[config.mk]
export PLATFORM = sky130hd
export DESIGN_NAME = result_unloader
export DESIGN_NICKNAME = d
export VERILOG_FILES = /design/src/rtl/result_unloader_pkg.sv /design/src/rtl/result_unloader_piso_shift.sv /design/src/rtl/result_unloader.sv
export SDC_FILE = /design/constraint.sdc
export NUM_CORES = 1
export LEC_CHECK = 0
export ABC_CLOCK_PERIOD_IN_PS = 2400
export BUFFER_PORTS_ARGS = -buffer_cell sky130_fd_sc_hd__buf_2
export CELL_PAD_IN_SITES_DETAIL_PLACEMENT = 2
export CELL_PAD_IN_SITES_GLOBAL_PLACEMENT = 2
export CORE_UTILIZATION = 28
export CTS_CLUSTER_DIAMETER = 50
export DETAILED_ROUTE_END_ITERATION = 10
export PLACE_DENSITY_LB_ADDON = 0.1
export SYNTH_ARGS = -nofsm -noshare
export SYNTH_HDL_FRONTEND = slang
export SYNTH_HIERARCHICAL = 1
export SYNTH_SLANG_ARGS = --single-unit
[constraint.sdc]
create_clock -name clk -period 2.4 [get_ports clk]
set_input_delay 0.24 -clock clk [delete_from_list [all_inputs] [get_ports clk]]
set_output_delay 0.24 -clock clk [all_outputs]
set_load 0.01 [all_outputs]
[src/rtl/result_unloader_pkg.sv]
// Shared harness package for the multiplier compressor test harness.
// Holds the capture/unload state encoding and the mul20 geometry constants
// used by both the input-side column loaders and the result unloader.
package result_unloader_pkg;

  // mul20: 2*20+1 result columns, tallest input column holds 20 bits.
  localparam int MUL20_NCOL           = 41;
  localparam int MUL20_MAX_COL_HEIGHT = 20;

  // Width of the settle-delay counter (CAP_DELAY range 0..255).
  localparam int DLY_W = 8;

  typedef enum logic [1:0] {
    ST_IDLE  = 2'd0,
    ST_WAIT  = 2'd1,
    ST_SHIFT = 2'd2,
    ST_DONE  = 2'd3
  } unl_state_e;

endpackage

[src/rtl/result_unloader_piso_shift.sv]
// piso_shift: W-wide parallel-load, shift-right register exposing bit 0.
// Ports:
//   clk, rst   - clock, synchronous active-high reset (clears register)
//   load       - capture din (has priority over shift)
//   shift      - shift right by one, zero fill from the top
//   din        - parallel load data
//   bit0       - current LSB (registered)
module piso_shift #(
  parameter int W = 41
) (
  input  logic         clk,
  input  logic         rst,
  input  logic         load,
  input  logic         shift,
  input  logic [W-1:0] din,
  output logic         bit0
);

  logic [W-1:0] shreg_q;
  logic [W-1:0] shreg_d;

  always_comb begin
    shreg_d = shreg_q;
    if (load) begin
      shreg_d = din;
    end else if (shift) begin
      // Zero fill keeps bit0 low once every column has been sent.
      shreg_d = {1'b0, shreg_q[W-1:1]};
    end
  end

  always_ff @(posedge clk) begin
    if (rst) begin
      shreg_q <= '0;
    end else begin
      shreg_q <= shreg_d;
    end
  end

  assign bit0 = shreg_q[0];

endmodule

[src/rtl/result_unloader.sv]
// result_unloader: snapshots NCOL compressor result columns after a
// programmable settle delay and streams them LSB column first over a
// single-bit valid/ready link.
// Ports:
//   clk, rst    - clock, synchronous active-high reset
//   start       - request capture-and-unload, honoured only in IDLE
//   dst         - parallel result columns, dst[i] = column i
//   sout        - current serial bit
//   sout_valid  - sout holds a valid column bit
//   sout_ready  - sink accepts the bit this cycle
//   sout_last   - high with the bit for column NCOL-1
//   busy        - high in every state except IDLE
//   done        - one-cycle pulse after the last bit is accepted
//
// state    | meaning
// ---------+-------------------------------------------------------------
// ST_IDLE  | waiting for start
// ST_WAIT  | counting down the settle delay before capture
// ST_SHIFT | presenting shreg[0]; shift on each accepted transfer
// ST_DONE  | one-cycle done pulse, then back to IDLE
module result_unloader
  import result_unloader_pkg::*;
#(
  parameter int NCOL      = MUL20_NCOL,
  parameter int CAP_DELAY = 0
) (
  input  logic            clk,
  input  logic            rst,
  input  logic            start,
  input  logic [NCOL-1:0] dst,
  output logic            sout,
  output logic            sout_valid,
  input  logic            sout_ready,
  output logic            sout_last,
  output logic            busy,
  output logic            done
);

  localparam int                COL_W    = $clog2(NCOL);
  localparam logic [COL_W-1:0]  COL_LAST = COL_W'(NCOL - 1);
  localparam logic [DLY_W-1:0]  DLY_LOAD = (CAP_DELAY > 0) ? DLY_W'(CAP_DELAY - 1) : '0;

  unl_state_e       state_q, state_d;
  logic [DLY_W-1:0] dly_q, dly_d;
  logic [COL_W-1:0] col_q, col_d;
  logic             valid_q, valid_d;
  logic             last_q, last_d;
  logic             busy_q, busy_d;
  logic             done_q, done_d;
  logic             load;
  logic             shift;

  piso_shift #(.W(NCOL)) u_piso (
    .clk   (clk),
    .rst   (rst),
    .load  (load),
    .shift (shift),
    .din   (dst),
    .bit0  (sout)
  );

  always_comb begin
    state_d = state_q;
    dly_d   = dly_q;
    col_d   = col_q;
    load    = 1'b0;
    shift   = 1'b0;

    unique case (state_q)
      ST_IDLE: begin
        if (start) begin
          if (CAP_DELAY > 0) begin
            dly_d   = DLY_LOAD;
            state_d = ST_WAIT;
          end else begin
            load    = 1'b1;
            col_d   = '0;
            state_d = ST_SHIFT;
          end
        end
      end
      ST_WAIT: begin
        if (dly_q == '0) begin
          load    = 1'b1;
          col_d   = '0;
          state_d = ST_SHIFT;
        end else begin
          dly_d = dly_q - DLY_W'(1);
        end
      end
      ST_SHIFT: begin
        // In SHIFT sout_valid is always high, so ready alone marks a transfer.
        if (sout_ready) begin
          shift = 1'b1;
          if (col_q == COL_LAST) begin
            state_d = ST_DONE;
          end else begin
            col_d = col_q + COL_W'(1);
          end
        end
      end
      ST_DONE: begin
        state_d = ST_IDLE;
      end
      default: begin
        state_d = ST_IDLE;
      end
    endcase

    // Outputs are decoded from the next state so they come straight off flops.
    valid_d = (state_d == ST_SHIFT);
    last_d  = (state_d == ST_SHIFT) && (col_d == COL_LAST);
    busy_d  = (state_d != ST_IDLE);
    done_d  = (state_d == ST_DONE);
  end

  always_ff @(posedge clk) begin
    if (rst) begin
      state_q <= ST_IDLE;
      dly_q   <= '0;
      col_q   <= '0;
      valid_q <= 1'b0;
      last_q  <= 1'b0;
      busy_q  <= 1'b0;
      done_q  <= 1'b0;
    end else begin
      state_q <= state_d;
      dly_q   <= dly_d;
      col_q   <= col_d;
      valid_q <= valid_d;
      last_q  <= last_d;
      busy_q  <= busy_d;
      done_q  <= done_d;
    end
  end

  assign sout_valid = valid_q;
  assign sout_last  = last_q;
  assign busy       = busy_q;
  assign done       = done_q;

endmodule

==> results.sh <==
export IMPL_r2r_cells=9
export IMPL_power_total_mw=2.70
export IMPL_finalCritPeriodShare=0.922
export IMPL_tns_ns=0
export IMPL_ys_ff_latch=61
export IMPL_antenna_found_initial=0
export IMPL_post_place_cells=477
export IMPL_ys_types=49
export IMPL_dp_final_hpwl_mm=5.41
export IMPL_synth_edff_count=0
export IMPL_rr_endpoint="u_piso/shreg_q[38]"
export IMPL_worst_setup_path_end_kind="register"
export IMPL_die_w_um=109
export IMPL_max_slew_margin=0.639
export IMPL_synth_compound_area_frac=0.227
export IMPL_diodes=0
export IMPL_hold_viol_final=0
export IMPL_drive_above_1_share=0.357
export IMPL_period_minus_slack_ns=2.21
export IMPL_clock_latency_ns=0.32
export IMPL_wl_mm=7.71
export IMPL_synthSimpleGateAreaFrac=0.174
export IMPL_r2r_slack_ns=0.19
export IMPL_avgRoutedWirePerCell_um=15.6
export IMPL_die_h_um=109
export IMPL_synth_xor_area_frac=0.0165
export IMPL_layout_commonest_cell="dfxtp_1"
export IMPL_finalNonFillerCells=493
export IMPL_critPathMaxFanout=43
export IMPL_synth_top_family_by_area="compound AO/OA/AOI/OAI gates"
export IMPL_cts_tree="done"
export IMPL_grt_max_degree=44
export IMPL_finalSetupViolCount=0
export IMPL_place_port_buffers=49
export IMPL_async_reset_ff_frac=0
export IMPL_worst_hold_slack_ns=0.182
export IMPL_max_cap_violations=0
export IMPL_fmax_mhz=452
export IMPL_p_leak_nw=1.38
export IMPL_cts_max_path_buffers=2
export IMPL_worst_setup_path_start_kind="register"
export IMPL_drtIter0Drc=54
export IMPL_grt_pass1_vias=2516
export IMPL_vias=2373
export IMPL_drtPass1Iterations=4
export IMPL_yosys_warnings=6
export IMPL_rsz0062_at_grt="false"
export IMPL_status="completed"
export IMPL_ant_nets=0
export IMPL_crit_path_end="u_piso/shreg_q[38]"
export IMPL_postCtsSetupBuffers=0
export IMPL_synth_ff_type="dfxtp_1"
export IMPL_ir_drop_v=0.000411
export IMPL_cts_root_buf="clkbuf_16"
export IMPL_ys_seq_area_frac=0.383
export IMPL_clkTransAtPathRegs_ns=0.05
export IMPL_start_util=0.290
export IMPL_slew_viol_final=0
export IMPL_syn_area_sq_um=3190
export IMPL_synthCells=301
export IMPL_layout_nets=396
export IMPL_power_density_nw_per_um2=702
export IMPL_globalRouteOverflowTotal=0
export IMPL_htree_levels=3
export IMPL_synthAdderAreaFrac=0.0118
export IMPL_drc=0
export IMPL_syn_area_per_cell_sq_um=10.6
export IMPL_vias_per_cell=4.81
export IMPL_row_count=38
export IMPL_crit_arrival_ns=2.45
export IMPL_clock_sinks=61
export IMPL_gp_congestion=0.714
export IMPL_dieArea_sq_um=11800
export IMPL_synthMuxAreaShare=0.129
export IMPL_grt_use_total=0.144
export IMPL_cp_required_ns=2.64
export IMPL_cts_buffers=9
export IMPL_worst_pin_slew_ns=0.542
export IMPL_ios=50
export IMPL_critPathKind="register to register"
export IMPL_clock_skew_ns=0.00490
export IMPL_r2r_start="dly_q[0]"
export IMPL_design_core_area_sq_um=11000
export IMPL_hold_class="primary input to register"
export IMPL_syn_num_nets=349
export IMPL_final_cell_mix="61 x dfxtp_1, 49 x buf_2, 41 x a211oi_2"
export IMPL_area_growth_pct=20.7
export IMPL_grt_pass1_wl_mm=12.8
export IMPL_crit_start="dly_q[0]"
state kept, by name, indices dropped and copies added, names as in the netlist:
signal	flops
state_q	2
done	1
u_piso/shreg_q	41
sout_valid	1
col_q	6
dly_q	8
busy	1
sout_last	1
worst max-delay path, cell delays in order (launching register included):
cell,delay [ns]
dfxtp_1,0.34
inv_1,0.07
ha_1,0.21
nor3b_2,0.40
nand3_1,0.19
a21oi_2,0.22
buf_12,0.22
inv_2,0.08
buf_4,0.20
a211oi_2,0.19
routing by layer:
| metal | track usage | wire [um] |
|---|---|---|
| met1 | 0.181 | 3660 |
| met2 | 0.238 | 3730 |
| met3 | 0.0359 | 233 |
| met4 | 0.0492 | 91 |
| met5 | 0 | 0 |
worst min-delay path by stage:
| stage | start | endpoint | slack (ns) | depth (start not counted) |
|---|---|---|---|---|
| floorplan | dst[40] | u_piso/shreg_q[40] | 0.38 | 2 |
| global placement | dly_q[1] | dly_q[1] | 0.51 | 2 |
| detailed placement | dst[40] | u_piso/shreg_q[40] | 0.52 | 3 |
| CTS | dst[40] | u_piso/shreg_q[40] | 0.18 | 3 |
| global route | dst[40] | u_piso/shreg_q[40] | 0.20 | 3 |
| finish | dst[40] | u_piso/shreg_q[40] | 0.18 | 3 |
kinds of logic after synthesis:
logic type | Yosys count
buffers and inverters | 28
and+or+nand+nor | 93
muxes | 41
AOI/OAI and AO/OA | 69
DFF | 61
adders and majority gates | 3
xor gates and xnor gates | 6
where the power goes:
part / switching (mW) / internal [mW]
combinational: 0.169 / 0.160
sequential: 0.0362 / 1.08
clock: 0.460 / 0.801
total: 0.665 / 2.04
what timing repair did:
action	in CTS	in global routing
gates resized for setup	0	1
hold buffers	0	0
endpoints found under the setup margin	0	1
endpoints found under the hold margin	0	0
Yosys cell counts (4+ instances only):
cell type  count  area share
nor3_1         6      0.0094
mux2i_1       40        0.13
clkbuf_1       7      0.0082
buf_2          8       0.013
nand2b_1       5      0.0098
nand2_1        6      0.0071
xnor2_1        5       0.014
a21oi_1       10       0.016
nor2_1        17       0.020
nor2b_1       40       0.078
dfxtp_1       61        0.38
inv_1          7      0.0082
buf_12         4       0.025
a211oi_2      41        0.16
per-stage QoR:
stage | worst slack (ns) | cell area (sq um) | util
floorplan | 0.484 | 3190 | -
global placement | 0.135 | 3560 | 0.324
detailed placement | 0.110 | 3560 | 0.324
CTS | 0.0750 | 3850 | 0.350
global route | 0.0188 | 3850 | 0.350
finish | 0.187 | 3850 | 0.350
final cells by class:
class                   count  area, sq um
clock buffers              10          229
multi-input cells         212         1790
fillers                  1218         7130
clock inverters             6         63.8
repair buffers             57          343
well taps                 140          175
flip-flops and latches     61         1220
inverters                   7         26.3
No activity file was read; power rests on OpenSTA's default activity.
